File: config.mk
export PLATFORM = sky130hd
export DESIGN_NAME = mmv_regfile_responder_flat
export DESIGN_NICKNAME = d
export VERILOG_FILES = /design/src/rtl/mmv_regfile_responder_pkg.sv /design/src/rtl/mmv_regfile_responder_if.sv /design/src/rtl/mmv_rd_pipeline.sv /design/src/rtl/mmv_regfile_responder.sv /design/src/flat_wrapper.sv
export SDC_FILE = /design/constraint.sdc
export NUM_CORES = 1
export LEC_CHECK = 0
export CAP_MARGIN = 25
export CORE_UTILIZATION = 55
export CTS_CLUSTER_DIAMETER = 200
export CTS_CLUSTER_SIZE = 20
export DETAILED_ROUTE_END_ITERATION = 10
export PLACE_DENSITY = 0.73
export REMOVE_ABC_BUFFERS = 1
export SLEW_MARGIN = 40
export SYNTH_ARGS = -nofsm -noshare
export SYNTH_HDL_FRONTEND = slang
export SYNTH_SLANG_ARGS = --single-unit
File: constraint.sdc
create_clock -name clk -period 2.05 [get_ports clk]
set_input_delay 0.3075 -clock clk [delete_from_list [all_inputs] [get_ports clk]]
set_output_delay 0.3075 -clock clk [all_outputs]
set_load 0.1 [all_outputs]
File: src/rtl/mmv_regfile_responder_pkg.sv
// ---------------------------------------------------------------------------
// mmv_pkg
//   Definitions shared by the MMV family of blocks (initiators, synchronizers,
//   responders).
//   - mmv_cmd_e     : decoded command accepted in the current cycle
//   - mmv_cnt_width : bits needed for a counter that holds values 0..n
//   - legal ranges for the read latency and the wait-state count
// ---------------------------------------------------------------------------
package mmv_pkg;

    localparam int MMV_RDLAT_MIN   = 1;
    localparam int MMV_RDLAT_MAX   = 16;
    localparam int MMV_WSTATES_MAX = 15;

    typedef enum logic [1:0] {
        MMV_IDLE  = 2'd0,
        MMV_WRITE = 2'd1,
        MMV_READ  = 2'd2
    } mmv_cmd_e;

    // Width of a counter that must represent 0..n inclusive.
    function automatic int mmv_cnt_width(input int n);
        return $clog2(n + 1);
    endfunction

endpackage

File: src/rtl/mmv_regfile_responder_if.sv
// ---------------------------------------------------------------------------
// mmv_regfile_responder_if
//   MMV memory-mapped bus bundle.
//   master modport: drives s_addr/s_wreq/s_wdat/s_rreq, receives s_rdat/s_rval/s_busy
//   slave  modport: the reverse (used by mmv_regfile_responder)
//   s_addr  word address        s_wreq  write request     s_wdat  write data
//   s_rreq  read request        s_rdat  read data         s_rval  read strobe
//   s_busy  responder busy; requests are ignored while high
// ---------------------------------------------------------------------------
interface mmv_regfile_responder_if #(
    parameter int AWIDTH = 4,
    parameter int DWIDTH = 8
);
    logic [AWIDTH-1:0] s_addr;
    logic              s_wreq;
    logic [DWIDTH-1:0] s_wdat;
    logic              s_rreq;
    logic [DWIDTH-1:0] s_rdat;
    logic              s_rval;
    logic              s_busy;

    modport master (
        output s_addr, s_wreq, s_wdat, s_rreq,
        input  s_rdat, s_rval, s_busy
    );

    modport slave (
        input  s_addr, s_wreq, s_wdat, s_rreq,
        output s_rdat, s_rval, s_busy
    );
endinterface

File: src/rtl/mmv_rd_pipeline.sv
// ---------------------------------------------------------------------------
// mmv_rd_pipeline
//   RDLAT-deep valid+data delay line for read responses.
//   clk      in  clock, rising edge
//   reset_n  in  asynchronous active-low reset; clears every stage
//   i_val    in  a word enters stage 1 at this edge
//   i_dat    in  word entering the pipeline
//   o_val    out valid RDLAT cycles after i_val
//   o_dat    out delayed word; holds its last value while o_val = 0
// ---------------------------------------------------------------------------
module mmv_rd_pipeline #(
    parameter int DWIDTH = 8,
    parameter int RDLAT  = 2
) (
    input  logic              clk,
    input  logic              reset_n,
    input  logic              i_val,
    input  logic [DWIDTH-1:0] i_dat,
    output logic              o_val,
    output logic [DWIDTH-1:0] o_dat
);
    logic [RDLAT:1]             vld_pipe;
    logic [RDLAT:1][DWIDTH-1:0] dat_pipe;

    // Data stages load only behind a valid bit, so every stage (and the
    // output in particular) keeps its last word when nothing is moving.
    always_ff @(posedge clk or negedge reset_n) begin
        if (!reset_n) begin
            vld_pipe <= '0;
            dat_pipe <= '0;
        end else begin
            vld_pipe[1] <= i_val;
            if (i_val) dat_pipe[1] <= i_dat;
            for (int k = 2; k <= RDLAT; k++) begin
                vld_pipe[k] <= vld_pipe[k-1];
                if (vld_pipe[k-1]) dat_pipe[k] <= dat_pipe[k-1];
            end
        end
    end

    assign o_val = vld_pipe[RDLAT];
    assign o_dat = dat_pipe[RDLAT];
endmodule

File: src/rtl/mmv_regfile_responder.sv
// ---------------------------------------------------------------------------
// mmv_regfile_responder
//   MMV slave holding a 2**AWIDTH x DWIDTH register file. Reads answer after
//   RDLAT clocks; every accepted command is followed by WSTATES busy cycles.
//   clk      in   clock, rising edge
//   reset_n  in   asynchronous active-low reset (memory, pipeline, busy)
//   s        slave modport of mmv_regfile_responder_if
// ---------------------------------------------------------------------------
module mmv_regfile_responder
    import mmv_pkg::*;
#(
    parameter int AWIDTH  = 4,
    parameter int DWIDTH  = 8,
    parameter int RDLAT   = 2,
    parameter int WSTATES = 0
) (
    input  logic                    clk,
    input  logic                    reset_n,
    mmv_regfile_responder_if.slave  s
);
    localparam int DEPTH = 2**AWIDTH;

    if (RDLAT < MMV_RDLAT_MIN || RDLAT > MMV_RDLAT_MAX) begin : g_bad_rdlat
        $error("mmv_regfile_responder: RDLAT=%0d outside 1..16", RDLAT);
    end
    if (WSTATES < 0 || WSTATES > MMV_WSTATES_MAX) begin : g_bad_wstates
        $error("mmv_regfile_responder: WSTATES=%0d outside 0..15", WSTATES);
    end

    logic [DWIDTH-1:0] mem [DEPTH];
    mmv_cmd_e          cmd;
    logic              busy;
    logic              wacc;
    logic              racc;
    logic              rd_val;
    logic [DWIDTH-1:0] rd_dat;

    // Write wins when both requests are raised; the read is dropped.
    always_comb begin
        cmd = MMV_IDLE;
        if (!busy) begin
            if (s.s_wreq)      cmd = MMV_WRITE;
            else if (s.s_rreq) cmd = MMV_READ;
        end
    end

    assign wacc = (cmd == MMV_WRITE);
    assign racc = (cmd == MMV_READ);

    always_ff @(posedge clk or negedge reset_n) begin
        if (!reset_n) begin
            for (int i = 0; i < DEPTH; i++) mem[i] <= '0;
        end else if (wacc) begin
            mem[s.s_addr] <= s.s_wdat;
        end
    end

    if (WSTATES == 0) begin : g_no_busy
        assign busy = 1'b0;
    end else begin : g_busy
        localparam int BW = mmv_cnt_width(WSTATES);
        logic [BW-1:0] busy_cnt;
        logic          busy_q;

        // busy_q is the registered form of (busy_cnt != 0): it is set with the
        // load and cleared on the edge where the count steps from 1 to 0.
        always_ff @(posedge clk or negedge reset_n) begin
            if (!reset_n) begin
                busy_cnt <= '0;
                busy_q   <= 1'b0;
            end else if (wacc || racc) begin
                busy_cnt <= BW'(WSTATES);
                busy_q   <= 1'b1;
            end else if (busy_cnt != '0) begin
                busy_cnt <= busy_cnt - BW'(1);
                busy_q   <= (busy_cnt != BW'(1));
            end
        end

        assign busy = busy_q;
    end

    // Busy only gates acceptance; responses already in flight keep moving.
    mmv_rd_pipeline #(
        .DWIDTH (DWIDTH),
        .RDLAT  (RDLAT)
    ) u_rd_pipe (
        .clk     (clk),
        .reset_n (reset_n),
        .i_val   (racc),
        .i_dat   (mem[s.s_addr]),
        .o_val   (rd_val),
        .o_dat   (rd_dat)
    );

    assign s.s_rval = rd_val;
    assign s.s_rdat = rd_dat;
    assign s.s_busy = busy;
endmodule

File: src/flat_wrapper.sv
// flat-port wrapper written by rule: the top's interface ports become plain ports
module mmv_regfile_responder_flat import mmv_pkg::*;
#(
    parameter int AWIDTH  = 4,
    parameter int DWIDTH  = 8,
    parameter int RDLAT   = 2,
    parameter int WSTATES = 0
)
  (clk, reset_n, s_s_addr, s_s_wreq, s_s_wdat, s_s_rreq, s_s_rdat, s_s_rval, s_s_busy);
  mmv_regfile_responder_if #(.AWIDTH(AWIDTH), .DWIDTH(DWIDTH)) s_i ();
  input  logic clk;
  input  logic reset_n;
  input wire logic [$bits(s_i.s_addr)-1:0] s_s_addr;
  input wire logic [$bits(s_i.s_wreq)-1:0] s_s_wreq;
  input wire logic [$bits(s_i.s_wdat)-1:0] s_s_wdat;
  input wire logic [$bits(s_i.s_rreq)-1:0] s_s_rreq;
  output wire logic [$bits(s_i.s_rdat)-1:0] s_s_rdat;
  output wire logic [$bits(s_i.s_rval)-1:0] s_s_rval;
  output wire logic [$bits(s_i.s_busy)-1:0] s_s_busy;
  assign s_i.s_addr = s_s_addr;
  assign s_i.s_wreq = s_s_wreq;
  assign s_i.s_wdat = s_s_wdat;
  assign s_i.s_rreq = s_s_rreq;
  assign s_s_rdat = s_i.s_rdat;
  assign s_s_rval = s_i.s_rval;
  assign s_s_busy = s_i.s_busy;
  mmv_regfile_responder #(.AWIDTH(AWIDTH), .DWIDTH(DWIDTH), .RDLAT(RDLAT), .WSTATES(WSTATES)) u_core (.clk(clk), .reset_n(reset_n), .s(s_i));
endmodule
# Word-level counts from Yosys, hierarchy flattened
# Cells that the tools add are included.
# word_totals
reg_bits	146
latch_bits	0
ram_bits	0
rom_bits	0
output_inout_bits	10
word_cells	33
n_memories	0
# classes
add_sub_neg	0
mul	0
div	0
order_cmp	2
eq_ne	2
n_shift	0
muxes	8
bitwise	1
n_reduce_logical	1
# ops
op	count
$bwmux 128	1
$bmux 8 s4	1
$demux 8 s4	1
$mux 8	3
$ge 5x5->1 const B	1
$lt 5x1->1 const B	1
$not 4->5	1
$mux 2	2
$eq 2x1->1 const B	1
$eq 2x2->1 const B	1
$logic_and 1x1->1	1

# Logic depth before layout (Yosys ltp)
# logic_depth
ltp_word	6
ltp_mapped	6

# By module
# Synthesis repeated with hierarchy kept, for this count alone.
# hier_totals
cells_unflattened	412
hier_area_um2	6632.6
# modules_own_cells
mod	n_inst	cells_each	area_each_um2
mmv_regfile_responder	1	368	5859.4
mmv_rd_pipeline	1	44	773.2

# Worst setup path after synthesis
# Ideal clock, no wire load.
# synth_path
kind	input-to-reg
from	input s_s_addr[1]
to	register u_core.u_rd_pipe.dat_pipe[2] (netlist name)
setup_time_ps	126
arrival_ps	1471
setup_slack_ps	453
cell_stages	6
path_buffers	2
cell_sequence	buf_4 buf_2 mux4_2 mux2i_1 nor2_1 o32a_1
# synth_between
elab_chain_cells	4
# synth_rtl
element	line	rtl
from (decl)	flat_wrapper.sv:13	input wire logic [$bits(s_i.s_addr)-1:0] s_s_addr;
$not 4->5 (implied by the code)	mmv_regfile_responder.sv:91	.i_dat (mem[s.s_addr]),
$bmux 8 s4	mmv_regfile_responder.sv:91	
$mux 8 (implied by the code) (2 in series)	mmv_regfile_responder.sv:91	
to (signal, indexed assignment)	mmv_rd_pipeline.sv:36	if (vld_pipe[k-1]) dat_pipe[k] <= dat_pipe[k-1];
to (decl)	mmv_rd_pipeline.sv:23	logic [RDLAT:1][DWIDTH-1:0] dat_pipe;
# Every way passes these cells. The select of a mux whose other input is x is not followed.
# A chain may end at the register's enable or synchronous reset.

# Worst setup path after layout
# layout_path
from	input s_s_addr[2]
to	register u_core.mem[118] (netlist name)
# layout_between
elab_chain_cells	6
# layout_rtl
element	line	rtl
$not 4->5 (implied by the code) *	mmv_regfile_responder.sv:54	mem[s.s_addr] <= s.s_wdat;
$ge 5x5->1 (implied by the code) / $lt 5x1->1 (equally long branches)	mmv_regfile_responder.sv:54	
$logic_and 1x1->1 (implied by the code)	mmv_regfile_responder.sv:54	
$mux 8 (implied by the code)	mmv_regfile_responder.sv:54	
$demux 8 s4 *	mmv_regfile_responder.sv:54	
$bwmux 128 *	mmv_regfile_responder.sv:54	
to (signal, indexed assignment)	mmv_regfile_responder.sv:54	
to (decl)	mmv_regfile_responder.sv:30	logic [DWIDTH-1:0] mem [DEPTH];
# Mark *: on every way between the ends. The rest lies on a longest branch, timed or not.

==> impl_metrics.py <==
metrics = {
    "status": {
        "outcome": "finished, violations left",
        "violations": "DRC",
    },
    "yosys": {
        "syn_inst": 441,
        "yosysWarningCount": 0,
        "avgSynthCellArea_um2": 15.0,
        "ys_seq_area_share_pct": 55.1,
        "synth.cells.most_frequent": "146 x dfrtp_1, 132 x mux2_2, 36 x mux2i_1, 18 x mux4_2, 14 x clkbuf_1",
        "synth-seq-cells": 146,
        "netlist_top_cells_area": "dfrtp_1 55%, mux2_2 22%, mux4_2 6.1%",
        "syn_area_um2": 6630,
        "yosysTopAreaCell": "dfrtp_1",
        "synth_flop_cell": "dfrtp_1",
        "synthArstFlopShare_pct": 100,
        "yosys.cell_types.count": 27,
        "netlist.area_leader.share_pct": 55.1,
        "synth_enable_flop_cells": 0,
        "yosysMostFrequentCell": "dfrtp_1",
    },
    "worst_setup_path": {
        "crit_chain": "clkdlybuf4s50_1 > buf_4 > nor2_1 > nand2b_1 > buf_4 > mux2_1",
        "arrival_ns": 1.97,
        "cpMaxStageDelayCell": "clkdlybuf4s50_1",
        "critPathMaxStageDelay_ns": 0.53,
        "crit_fanout": 8,
        "end_kind": "flop",
        "crit_required_ns": 2.34,
        "crit_type": "input port to flop",
        "cpMostUsedCell": "buf_4",
        "start_kind": "input port",
    },
    "placed_design": {
        "dp_cells": 617,
        "hpwlAfterDp_um": 9840,
        "io_buffers": 24,
        "pre_cts_ws_ns": -0.0417,
        "place_congestion": 0.853,
        "placed_area_um2": 7240,
    },
    "clock_tree": {
        "postCtsSetupBuffers": 0,
        "cts.clk_slew.worst_paths_ns": 0.06,
        "cts_num_sinks": 146,
        "numCtsBuffers": 17,
        "ctsHtreeMaxLevel": 4,
        "cts_root_buf": "clkbuf_16",
        "cts_tree": "done",
        "clock_latency_ns": 0.42,
        "clock_path_buffers": 2,
        "cts.repair.resized": 0,
    },
    "layout": {
        "syn2layout_area_growth_pct": 17.8,
        "nNetsFinal": 510,
        "fin_util_pct": 67.5,
        "fillers": 832,
        "final_cells": 648,
        "final_cell_area_um2": 7810,
        "antenna_cells": 0,
        "drive_above_1_share_pct": 49.3,
    },
    "flow_run": {
        "drv_cap": 0,
    },
    "power": {
        "p_per_area_nw_per_um2": 1100,
        "ir_worst_vdd_v": 0.000549,
        "totalPowerFinal_mw": 8.56,
        "power.leakage_nw": 3.45,
    },
    "timing": {
        "drv_slew": 0,
        "finalHoldViolations": 0,
        "whs_ns": 0.433,
        "rsz0062_at_grt": "no",
        "fin_crit_sh_pct": 81.8,
        "tns_ns": 0,
        "timing.fmax_ghz": 0.597,
        "slew-limit-headroom_pct": 52.2,
        "finalSetupViolations": 0,
        "period_needed_ns": 1.68,
        "fin_ws_ns": 0.374,
        "worst_slew_pin_slew_ns": 0.714,
        "clock_skew_ns": 0.00557,
    },
    "global_route": {
        "gr-total-overflow": 0,
        "track_usage_pct": 25.4,
        "grt_max_degree": 59,
        "grt_pass1_wl_um": 23400,
        "grt_pass1_vias": 4317,
        "antenna_found_initial": 0,
    },
    "detailed_routing": {
        "viasPerCell": 5.93,
        "routed_wl_um": 14300,
        "vias": 3842,
        "avgRoutedWirePerCell_um": 22.1,
        "drt_iter0_markers": 187,
        "drc_errors": 4,
        "ant_nets": 0,
        "dr.pass1.iters": 7,
    },
    "die": {
        "ios": 26,
        "die_h_um": 112,
        "num_rows": 39,
        "initial_core_util_pct": 57.3,
        "coreArea_um2": 11600,
        "die_area_um2": 12500,
        "die_w_um": 112,
    },
    "hold_path": {
        "hold_class": "input port to asynchronous set/reset pin",
    },
}
worst paths after layout:
check / startpoint / endpoint / slack (ns) / cells past startpoint
setup / recovery: s_s_addr[2] / u_core.mem[118] / 0.37 / 6
setup reg to reg: u_core.mem[64] / u_core.u_rd_pipe.dat_pipe[0] / 0.40 / 4
hold reg to reg: u_core.u_rd_pipe.dat_pipe[4] / u_core.u_rd_pipe.dat_pipe[4] / 0.50 / 1
max in group asynchronous: reset_n / u_core.mem[109] / 0.97 / 3
min in group clk: u_core.u_rd_pipe.dat_pipe[4] / u_core.u_rd_pipe.dat_pipe[4] / 0.50 / 1
hold / removal: reset_n / u_core.mem[8] / 0.43 / 2
report_power, final:
group          internal (mW)  total, mW  switching, mW
Clock                   1.81       2.91           1.10
Combinational          0.879       1.75          0.869
Sequential              3.55       3.90          0.355
Total                   6.24       8.56           2.32
sequential cells by signal, indices dropped and copies added (netlist names):
signal	flops
u_core.u_rd_pipe.o_dat	8
u_core.mem	128
u_core.u_rd_pipe.dat_pipe	8
u_core.u_rd_pipe.vld_pipe	2
placed cells by master (no fill, tap or decap), types with 4 or more instances in the layout:
master and count:
dfrtp_1 146, mux2_2 132, buf_4 48, mux2i_1 36, mux4_2 18, clkbuf_16 17
clkdlybuf4s50_1 12, nor2_2 9, nor2_1 9, o221ai_1 8, o32a_1 8, buf_12 7
nand2b_1 6, o22ai_1 6, and2_1 6, clkbuf_8 5, nor2b_1 4, mux2_1 4
clkbuf_1 4
what timing repair did:
item | 4_1_cts | 5_1_grt
hold buffers | 1 | 0
endpoints found under the hold margin | 55 | 0
setup endpoints to repair | 0 | 0
worst max-delay path, delay by kind of cell:
family	cells	cell delay (ns)
buffers and inverters	3	0.95
and+or+nand+nor	2	0.39
muxes	1	0.31
routing by layer:
layer	track usage (%)	vias to the layer above	part of all wire [%]
met5	0	-	0
met3	5.06	18	2.6
met2	42.7	57	51
met4	9.82	0	1.5
li1	-	1717	-
met1	32.5	2050	44
area by class of cell:
class | count | area (um^2) | share of cell area (%)
clock buffer | 26 | 509 | 6.52
clock inverter | 4 | 48.8 | 0.625
multi-input combinational | 258 | 2770 | 35.4
timing repair buffer | 71 | 652 | 8.35
sequential | 146 | 3650 | 46.8
tap | 143 | 179 | 2.29
cells by family (layout without fill, tap and decap cells):
logic type / after synthesis / in the layout / share of synthesized area [%]
compound gates: 22 / 22 / 2.83
buf+inv: 37 / 101 / 3.15
flops: 146 / 146 / 55.1
mux: 190 / 190 / 34.7
other cells: 1 / 1 / 0.0566
simple gates: 45 / 45 / 4.17
No activity file was read; power rests on OpenSTA's default activity.
